<file path="src/rtl/acc_cfg_sched.sv">
// Accepts a delay/hold request, waits for a quiet accumulation window (or a timeout), applies it and masks the
// accumulation flag until the delay line has flushed; ready only when idle, so requesters hold valid until accepted.
module acc_cfg_sched #(
  parameter real         TCQ         = 0.1,
  parameter int unsigned QUIET_UNITS = 16,
  parameter int unsigned TIMEOUT_CYC = 1048576
) (
  input  logic        clk_i,
  input  logic        rst_n_i,
  input  logic        cfg_valid_i,
  output logic        cfg_ready_o,
  input  logic [17:0] cfg_delay_i,
  input  logic [15:0] cfg_hold_i,
  input  logic        filter_unit_flag_i,
  input  logic        filter_acc_flag_i,
  output logic [17:0] acc_delay_o,
  output logic [15:0] acc_hold_o,
  output logic        acc_mask_o,
  output logic        busy_o,
  output logic        timeout_o
);

  if (TCQ < 0.0 || QUIET_UNITS < 1 || QUIET_UNITS > 65535 ||
      TIMEOUT_CYC < 2 || TIMEOUT_CYC > 32'd16777216) begin : g_bad_param
    $error("acc_cfg_sched: parameter out of range");
  end

  localparam logic [15:0] QUIET_LIM = 16'(QUIET_UNITS);
  // Compared against the pre-increment count so APPLY lands on the edge where the count would reach TIMEOUT_CYC-1.
  localparam logic [23:0] TMO_LIM   = 24'(TIMEOUT_CYC - 2);

  typedef enum logic [1:0] {
    ST_IDLE,
    ST_WAIT_QUIET,
    ST_APPLY,
    ST_FLUSH
  } state_t;

  state_t      state_q, state_d;
  logic [15:0] quiet_q, quiet_d;
  logic [23:0] tmo_q, tmo_d;
  logic [16:0] flush_q, flush_d;
  logic [17:0] sh_delay_q, sh_delay_d;
  logic [15:0] sh_hold_q, sh_hold_d;
  logic [17:0] acc_delay_d;
  logic [15:0] acc_hold_d;
  logic        timeout_d;
  logic        ready_d;
  logic        busy_d;
  logic        mask_d;

  always_comb begin
    state_d     = state_q;
    quiet_d     = quiet_q;
    tmo_d       = tmo_q;
    flush_d     = flush_q;
    sh_delay_d  = sh_delay_q;
    sh_hold_d   = sh_hold_q;
    acc_delay_d = acc_delay_o;
    acc_hold_d  = acc_hold_o;
    timeout_d   = 1'b0;

    case (state_q)
      ST_IDLE: begin
        quiet_d = '0;
        tmo_d   = '0;
        if (cfg_valid_i && cfg_ready_o) begin
          sh_delay_d = cfg_delay_i;
          sh_hold_d  = cfg_hold_i;
          state_d    = ST_WAIT_QUIET;
        end
      end
      ST_WAIT_QUIET: begin
        tmo_d = tmo_q + 24'd1;
        // An accumulating cycle restarts the quiet window even if a unit strobe arrives with it.
        if (filter_acc_flag_i)
          quiet_d = '0;
        else if (filter_unit_flag_i)
          quiet_d = quiet_q + 16'd1;
        if (tmo_q == TMO_LIM) begin
          state_d   = ST_APPLY;
          timeout_d = 1'b1;
        end else if (quiet_q == QUIET_LIM) begin
          state_d = ST_APPLY;
        end
      end
      ST_APPLY: begin
        acc_delay_d = sh_delay_q;
        acc_hold_d  = sh_hold_q;
        flush_d     = {1'b0, sh_hold_q} + 17'd2;
        quiet_d     = '0;
        tmo_d       = '0;
        state_d     = ST_FLUSH;
      end
      ST_FLUSH: begin
        if (flush_q == 17'd0)
          state_d = ST_IDLE;
        else if (filter_unit_flag_i)
          flush_d = flush_q - 17'd1;
      end
      default: state_d = ST_IDLE;
    endcase

    ready_d = (state_d == ST_IDLE);
    busy_d  = (state_d != ST_IDLE);
    mask_d  = (state_d == ST_APPLY) || (state_d == ST_FLUSH);
  end

  always_ff @(posedge clk_i or negedge rst_n_i) begin
    if (!rst_n_i) begin
      state_q     <= ST_IDLE;
      quiet_q     <= '0;
      tmo_q       <= '0;
      flush_q     <= '0;
      sh_delay_q  <= '0;
      sh_hold_q   <= '0;
      acc_delay_o <= '0;
      acc_hold_o  <= '0;
      acc_mask_o  <= 1'b0;
      busy_o      <= 1'b0;
      timeout_o   <= 1'b0;
      cfg_ready_o <= 1'b0;
    end else begin
      state_q     <= state_d;
      quiet_q     <= quiet_d;
      tmo_q       <= tmo_d;
      flush_q     <= flush_d;
      sh_delay_q  <= sh_delay_d;
      sh_hold_q   <= sh_hold_d;
      acc_delay_o <= acc_delay_d;
      acc_hold_o  <= acc_hold_d;
      acc_mask_o  <= mask_d;
      busy_o      <= busy_d;
      timeout_o   <= timeout_d;
      cfg_ready_o <= ready_d;
    end
  end

endmodule
</file>
<file path="config.mk">
export PLATFORM = sky130hd
export DESIGN_NAME = acc_cfg_sched
export DESIGN_NICKNAME = d
export VERILOG_FILES = /design/src/rtl/acc_cfg_sched.sv
export SDC_FILE = /design/constraint.sdc
export NUM_CORES = 1
export LEC_CHECK = 0
export CORE_MARGIN = 5
export CORE_UTILIZATION = 60
export CTS_CLUSTER_SIZE = 8
export DETAILED_ROUTE_END_ITERATION = 7
export PLACE_DENSITY = 0.85
export SYNTH_ARGS = -nofsm -noshare
export SYNTH_HDL_FRONTEND = slang
export SYNTH_SLANG_ARGS = --single-unit
</file>
<file path="constraint.sdc">
create_clock -name clk_i -period 5.28 [get_ports clk_i]
set_input_delay 1.584 -clock clk_i [delete_from_list [all_inputs] [get_ports clk_i]]
set_output_delay 1.584 -clock clk_i [all_outputs]
set_load 0.05 [all_outputs]
</file>
; After elaboration in Yosys (flattened, before gate mapping)
; Cells that the tools add are included.
[classes]
n_addsub = 4
multipliers = 0
n_div = 0
n_lt_le_gt_ge = 0
n_eq_ne = 10
shifts = 0
muxes = 14
bitwise = 0
n_reduce_logical = 12
[ops]
columns = op, n
row1 = $pmux 24 s2, 1
row2 = $mux 17, 2
row3 = $pmux 17 s2, 1
row4 = $mux 16, 2
row5 = $pmux 16 s2, 1
row6 = $add 24x1->24 const B, 1
row7 = $eq 24x20->1 const B, 1
row8 = $add 16x2->17 const B, 1
row9 = $logic_not 17->1, 1
row10 = $sub 17x1->17 const B, 1
row11 = $add 16x1->16 const B, 1
row12 = $eq 16x5->1 const B, 1
row13 = $eq 2x2->1 const B, 4
row14 = $mux 2, 4
row15 = $pmux 2 s4, 1
row16 = $reduce_bool 2->1, 3
row17 = $logic_not 2->1, 2
row18 = $ne 2x2->1 const B, 2
row19 = $reduce_and 2->1, 2
row20 = $ne 3x3->1 const B, 1
row21 = $reduce_and 3->1, 1
row22 = $eq 2x1->1 const B, 1
row23 = $mux 1, 2
row24 = $reduce_or 2->1, 1
row25 = other kinds (2), 2
[word_totals]
reg_bits = 131
latch_bits = 0
mem_bits_rw = 0
mem_bits_ro = 0
inputBits = 39
output_inout_bits = 38
elab_cells = 52
memories = 0

; Longest topological paths before layout
; Gate-level depths: netlist of the first run.
[logic_depth]
word_depth = 6
depth_mapped = 8
ltp_nobuf = 7

; Worst setup path after synthesis of the first run
; OpenSTA, ideal clock, no wires.
[synth_path]
path_kind = input-to-reg
start = input port cfg_valid_i
end = register sh_delay_q[0]
setup_time_ns = 0.125
arrival_ns = 2.622
t_required_ns = 5.155
path_slack_ns = 2.533
stages = 4
path_buffers = 1
cell_sequence = nand2_1 nor3_2 buf_2 mux2_2
[synth_via]
elab_chain_len = 2
[synth_lines]
columns = element, line
row1 = "start, declared", 10  ; input logic cfg_valid_i,
row2 = $logic_and 1x1->1, 67  ; if (cfg_valid_i && cfg_ready_o) begin
row3 = $reduce_and 2->1 (no line), --
row4 = "end signal, assigned", 128  ; sh_delay_q <= sh_delay_d;
row5 = "end, declared", 43  ; logic [17:0] sh_delay_q, sh_delay_d;
; No other way between the ends.
; A chain may end at the register's enable or synchronous reset.

; Final worst setup path of the first run
[layout_path]
start = register acc_hold_o[8]
end = output port acc_hold_o[8]
[layout_rtl]
columns = element, line
row1 = "start, declared", 17  ; output logic [15:0] acc_hold_o,
row2 = "start signal, assigned", 131  ; acc_hold_o <= acc_hold_d;
; No word-level cell between the ends.

==> results of run 1 <==
worst min path at each step:
stage,startpoint,to,cells past startpoint
final,flush_q[14],flush_q[14],2
after global routing,sh_delay_q[1],sh_delay_q[1],1
after CTS,flush_q[14],flush_q[14],2
after detailed placement,flush_q[14],flush_q[14],2
after global placement,flush_q[14],flush_q[14],2
after floorplan,flush_q[14],flush_q[14],2
registers in the layout, indices dropped and copies added, names as in the netlist:
signal,flops
timeout_o,1
acc_hold_o,16
acc_mask_o,1
flush_q,17
quiet_q,16
state_q,2
acc_delay_o,18
sh_hold_q,16
cfg_ready_o,1
tmo_q,24
sh_delay_q,18
busy_o,1
synthesized netlist by cell type, types with 2 or more instances:
cell type  instances  area share, %
or3b_2             2           0.27
o2bb2ai_1          2           0.27
a21o_1             2           0.23
a22oi_1            4           0.47
o22a_1             3           0.41
and4_1             3           0.41
mux2_2            65             11
o21ai_0           46            3.6
nor4_1            10           0.98
nand4_1           11            1.1
buf_2              9           0.70
nor3_1            21            1.6
buf_1              4           0.23
and2_1            23            2.2
o31ai_1            2           0.23
nand3_1           25            2.0
nand3b_1           2           0.23
clkbuf_8           3           0.65
xor2_1            14            1.9
a21oi_1           22            1.7
a21boi_0           2           0.23
nand2_1           44            2.6
inv_1             17            1.0
nand2b_1           6           0.59
nor4_2             2           0.39
dfrtp_1          131             51
clkbuf_1          10           0.59
nor2_1            23            1.3
nor4_4             3            1.0
or4_1              3           0.35
o22ai_1            2           0.20
a2bb2oi_1          3           0.41
a32o_1             2           0.31
nor4b_1            2           0.27
or3_1              6           0.59
a31oi_1            5           0.49
xnor2_1           15            2.1
o21a_1             3           0.35
buf_6              2           0.35
ha_1               7            1.4
kinds of logic (layout without fill, tap and decap cells):
kind of cell	count (synthesis)	in the layout
AOI/OAI and AO/OA	105	105
xor gates and xnor gates	29	29
adders and majority gates	7	7
buffers and inverters	47	127
DFF	131	131
muxes	66	66
and+or+nand+nor	202	202
stage by stage:
stage / area (µm²) / total power, µW / hold slack [ps] / instances / utilization (%)
3_5_place_dp: 7200 / 1120 / 471 / 772 / 69.4
4_1_cts: 7790 / 2310 / 486 / 803 / 75.2
5_1_grt: 7790 / 2370 / 526 / 803 / 75.2
6_report: 7790 / 2290 / 489 / 803 / 75.2
2_1_floorplan: 6400 / 1060 / 454 / 587 / -
3_3_place_gp: 7200 / 1120 / 467 / 772 / 69.4
area by class of cell:
| class | count | share of cell area, % |
|---|---|---|
| Clock buffer | 19 | 5.67 |
| Sequential cell | 131 | 42.1 |
| Clock inverter | 12 | 1.99 |
| Multi-Input combinational cell | 409 | 37.1 |
| Tap cell | 136 | 2.18 |
| Inverter | 17 | 0.819 |
| Timing Repair Buffer | 79 | 10.2 |
layout by cell type (no fill, tap or decap), types with 4 or more instances in the layout:
cell type,netlist,final
clkbuf_16,0,16
nand4_1,11,11
nor2_1,23,23
a31oi_1,5,5
nand3_1,25,25
nand2_1,44,44
or3_1,6,6
a21oi_1,22,22
dfrtp_1,131,131
xnor2_1,15,15
nor4_1,10,10
a22oi_1,4,4
nor3_1,21,21
xor2_1,14,14
mux2_2,65,65
o21ai_0,46,46
clkdlybuf4s50_1,0,75
and2_1,23,23
inv_1,17,17
ha_1,7,7
nand2b_1,6,6
metal layers:
metal,vias to the layer above,GRT usage (%),share of wire (%)
li1,2236,-,-
met1,2432,29.6,40
met2,172,39.3,50
met3,33,8.82,7.5
met4,0,10.6,2.4
met5,-,0,0
report_power, final:
part | internal [µW] | switching [µW]
logic | 39.4 | 36.5
clock network | 743 | 446
registers | 1010 | 12.8
==> flow_summary.toml, run 1 <==
[final_layout]
antenna_cells = 0
fin_nets = 701
synthToLayoutAreaGrowth_pct = 21.8
drive_gt1_share_pct = 17.7
multi_input_area_um2 = 2890
nFillCells = 684
regArea_um2 = 3280

[setup_path]
critPathCaptureType = "output pin"
reg2reg_to = "quiet_q[14]"
cp.depth = 1
setup.worst_path.start_class = "register"
crit_path_start = "acc_hold_o[8]"
slowest_stage = "clkdlybuf4s50_1"
r2r-start = "state_q[0]"
cp_cell_sequence = "clkdlybuf4s50_1"
critPathMaxFanout = 2
crit_required_ps = 3700
critPathMaxStageDelay_ps = 840
cp.arrival_ps = 1750
path_delay_family = "buffers and inverters"
cp-endpoint = "acc_hold_o[8]"
r2r_slack_ps = 2570
path_buf_inv = 1
r2r_cells = 4
worstSetupPathType = "reg2out"

[yosys]
async_flop_share_pct = 100
yosysUniqueCellTypes = 66
ys_ff_latch = 131
synth_fa_ha_area_share_pct = 1.37
yosys_warnings = 0
syn-num-nets = 633
synthMuxAreaShare_pct = 11.6
synthSimpleGateAreaFrac_pct = 18.2
ys_seq_area_share_pct = 51.2
netlist_instances = 587
synth-compound-area-share_pct = 9.95
synth.avg_cell_area_um2 = 10.9
yosys.area_share.xor_xnor_pct = 3.97
synth_edf_count = 0
synth_top_family_by_area = "simple AND/OR/NAND/NOR gates"
synthFlopType = "dfrtp_1"
synth_area_um2 = 6400

[timing]
rsz0062_at_grt = "false"
report.final.hold_viol_count = 0
maxClockFrequency_mhz = 300
finalSetupViolCount = 0
fin_crit_ps = 3330
fin_ws_ps = 1950
slew_viol_final = 0
tns_ps = 0
worstMarginPinSlew_ps = 1240
slew_headroom_pct = 16.9
fin_crit_sh_pct = 63.1
fin_skew_ps = 7.89

[clock_network]
cts_resized = 0
clock-root-buffer = "clkbuf_8"
holdBufCountCts = 0
clk_path_buf_depth = 2
cts_tree = "yes"
insertion_delay_ps = 540
clk_pin_slew_worst_paths_ps = 60
cts_setup_buffers = 0
cts_buffers = 17
clock-sinks = 131
htreeDepth = 4

[detailed_routing]
drtAntennaViolNets = 0
routedWlPerCell_um = 18.0
dr_total_vias = 4873
viasPerCell = 6.07
drt_iter0_drc = 437
first_pass_iters = 6
routed_wirelength_um = 14400
drc = 0

[global_routing]
grt_pass1_vias = 5126
antenna_found_initial = 0
grt_max_degree = 69
grtUsageTotal_pct = 24.4
grt.overflow.total = 0
grt_pass1_wl_um = 24900

[die]
die_x_um = 113
core_um2 = 10400
chipHeight_um = 113
num_io_pins = 77
start_util_pct = 61.7
dieArea_um2 = 12800
std_cell_rows = 37

[placed_design]
dp.final_hpwl_um = 9660
port-buffer-count = 76
place_ws_ps = 1700
gp_congestion = 0.856

[outcome]
outcome = "completed"

[power_and_ir_drop]
vdd_drop_max_mv = 0.284
p_per_area_nw_per_um2 = 294
power_leakage_uw = 0.00351

[flow_run]
cap_violations = 0

[min_path]
hp-class = "reg2reg"
Note: power is estimated with default switching activity, not from simulation.
==> run 2: changes to the inputs <==
CORE_UTILIZATION = 51   (was 60)
PLACE_DENSITY = 0.77   (was 0.85)
clock period = 2.95 ns   (was 5.28 ns; I/O delays follow)
==> flow_summary.toml, run 2 (synthesized netlist as in run 1, its figures left out) <==
[clock_network]
htreeDepth = 4
clock-sinks = 131
insertion_delay_ps = 420
cts_resized = 0
cts_buffers = 17
clock-root-buffer = "clkbuf_16"
holdBufCountCts = 0
clk_pin_slew_worst_paths_ps = 60
clk_path_buf_depth = 2
cts_setup_buffers = 0
cts_tree = "yes"

[power_and_ir_drop]
vdd_drop_max_mv = 0.556
pwr-share-seq_pct = 45.0
swShare_pct = 22.6
net-switching-power_uw = 921
power_leakage_uw = 0.00355
p_comb_share_pct = 3.3
intPower_uw = 3160
clkPwrFrac_pct = 51.7
p_per_area_nw_per_um2 = 517

[setup_path]
critPathMaxStageDelay_ps = 820
cp.arrival_ps = 1620
worstSetupPathType = "reg2out"
path_buf_inv = 1
path_delay_family = "buffers and inverters"
cp_cell_sequence = "clkdlybuf4s50_1"
critPathMaxFanout = 2
setup.worst_path.start_class = "register"
critPathCaptureType = "output pin"
slowest_stage = "clkdlybuf4s50_1"
crit_required_ps = 2070

[detailed_routing]
drtAntennaViolNets = 0
first_pass_iters = 4
routed_wirelength_um = 14300
drc = 0
drt_iter0_drc = 234
dr_total_vias = 4797
viasPerCell = 5.66
routedWlPerCell_um = 16.8

[die]
num_io_pins = 77
core_um2 = 12500
dieArea_um2 = 14900
start_util_pct = 51.3
std_cell_rows = 41
chipHeight_um = 122
die_x_um = 122

[final_layout]
top_regs = "tmo_q: 24 flops, acc_delay_o: 18 flops, sh_delay_q: 18 flops"
nFillCells = 960
final_cell_mix = "dfrtp_1 (131), clkdlybuf4s50_1 (75), mux2_2 (65)"
fin_nets = 709
synthToLayoutAreaGrowth_pct = 23.4
antenna_cells = 0
regArea_um2 = 3280
drive_gt1_share_pct = 18.8
final_cells = 848
regMostFlops = "tmo_q"
layout_commonest_cell = "dfrtp_1"
largest_reg_flops = 24
multi_input_area_um2 = 2890

[timing]
fin_crit_ps = 2510
tns_ps = 0
fin_skew_ps = 7.49
slew_viol_final = 0
fin_crit_sh_pct = 84.9
rsz0062_at_grt = "false"
maxClockFrequency_mhz = 399
worstMarginPinSlew_ps = 753
slew_headroom_pct = 49.8
report.final.hold_viol_count = 0
finalSetupViolCount = 0

[global_routing]
grt.overflow.total = 0
grt_pass1_wl_um = 23900
grtUsageTotal_pct = 20.4
grt_max_degree = 132
antenna_found_initial = 0
grt_pass1_vias = 4862

[placed_design]
gp_congestion = 0.852
port-buffer-count = 76
dp.final_hpwl_um = 9470
dp_cells = 816

[flow_run]
cap_violations = 0

[min_path]
hp-class = "reg2reg"

[outcome]
outcome = "completed"
-- run 2: power by group through the flow --
| stage | Clock, µW | Combinational [µW] | Sequential [µW] |
|---|---|---|---|
| CTS | 2130 | 139 | 1830 |
| global route | 2210 | 154 | 1840 |
| global placement | 0 | 133 | 1870 |
| finish | 2110 | 137 | 1840 |
| floorplan | 0 | 40.2 | 1860 |
| detailed placement | 0 | 138 | 1870 |
-- run 2: through the flow --
stage          instance area [µm²]  hold slack, ps  power [µW]  setup WS [ps]  utilization, %
2_1_floorplan                 6400             454        1900            902               -
3_3_place_gp                  7300             466        2000            398            58.6
3_5_place_dp                  7300             481        2010            352            58.6
4_1_cts                       7900             494        4110            428            63.3
5_1_grt                       7900             512        4200            391            63.3
6_report                      7900             495        4080            444            63.3
-- run 2: final timing paths --
path,startpoint,endpoint,slack (ps),cells after the start
setup / recovery,acc_delay_o[6],acc_delay_o[6],440,1
hold / removal,flush_q[14],flush_q[14],490,2
setup reg to reg,flush_q[0],acc_hold_o[0],710,7
hold reg to reg,flush_q[14],flush_q[14],490,2
max in group asynchronous,rst_n_i,sh_hold_q[15],1820,2
min in group asynchronous,rst_n_i,quiet_q[8],520,2
-- run 2: area by class of cell --
class                      count  share of cell area, %
sequential                   131                   41.5
inverter                      17                  0.808
clock inverter                14                   1.96
clock buffer                  18                   5.56
timing repair buffer          87                   10.8
multi-input combinational    409                   36.6
tap                          172                   2.73
-- run 2: layer usage --
metal | routed length [µm] | track usage [%]
met2 | 7310 | 32.7
met5 | 0 | 0
met3 | 716 | 6.41
met1 | 5900 | 25.5
met4 | 325 | 8.75
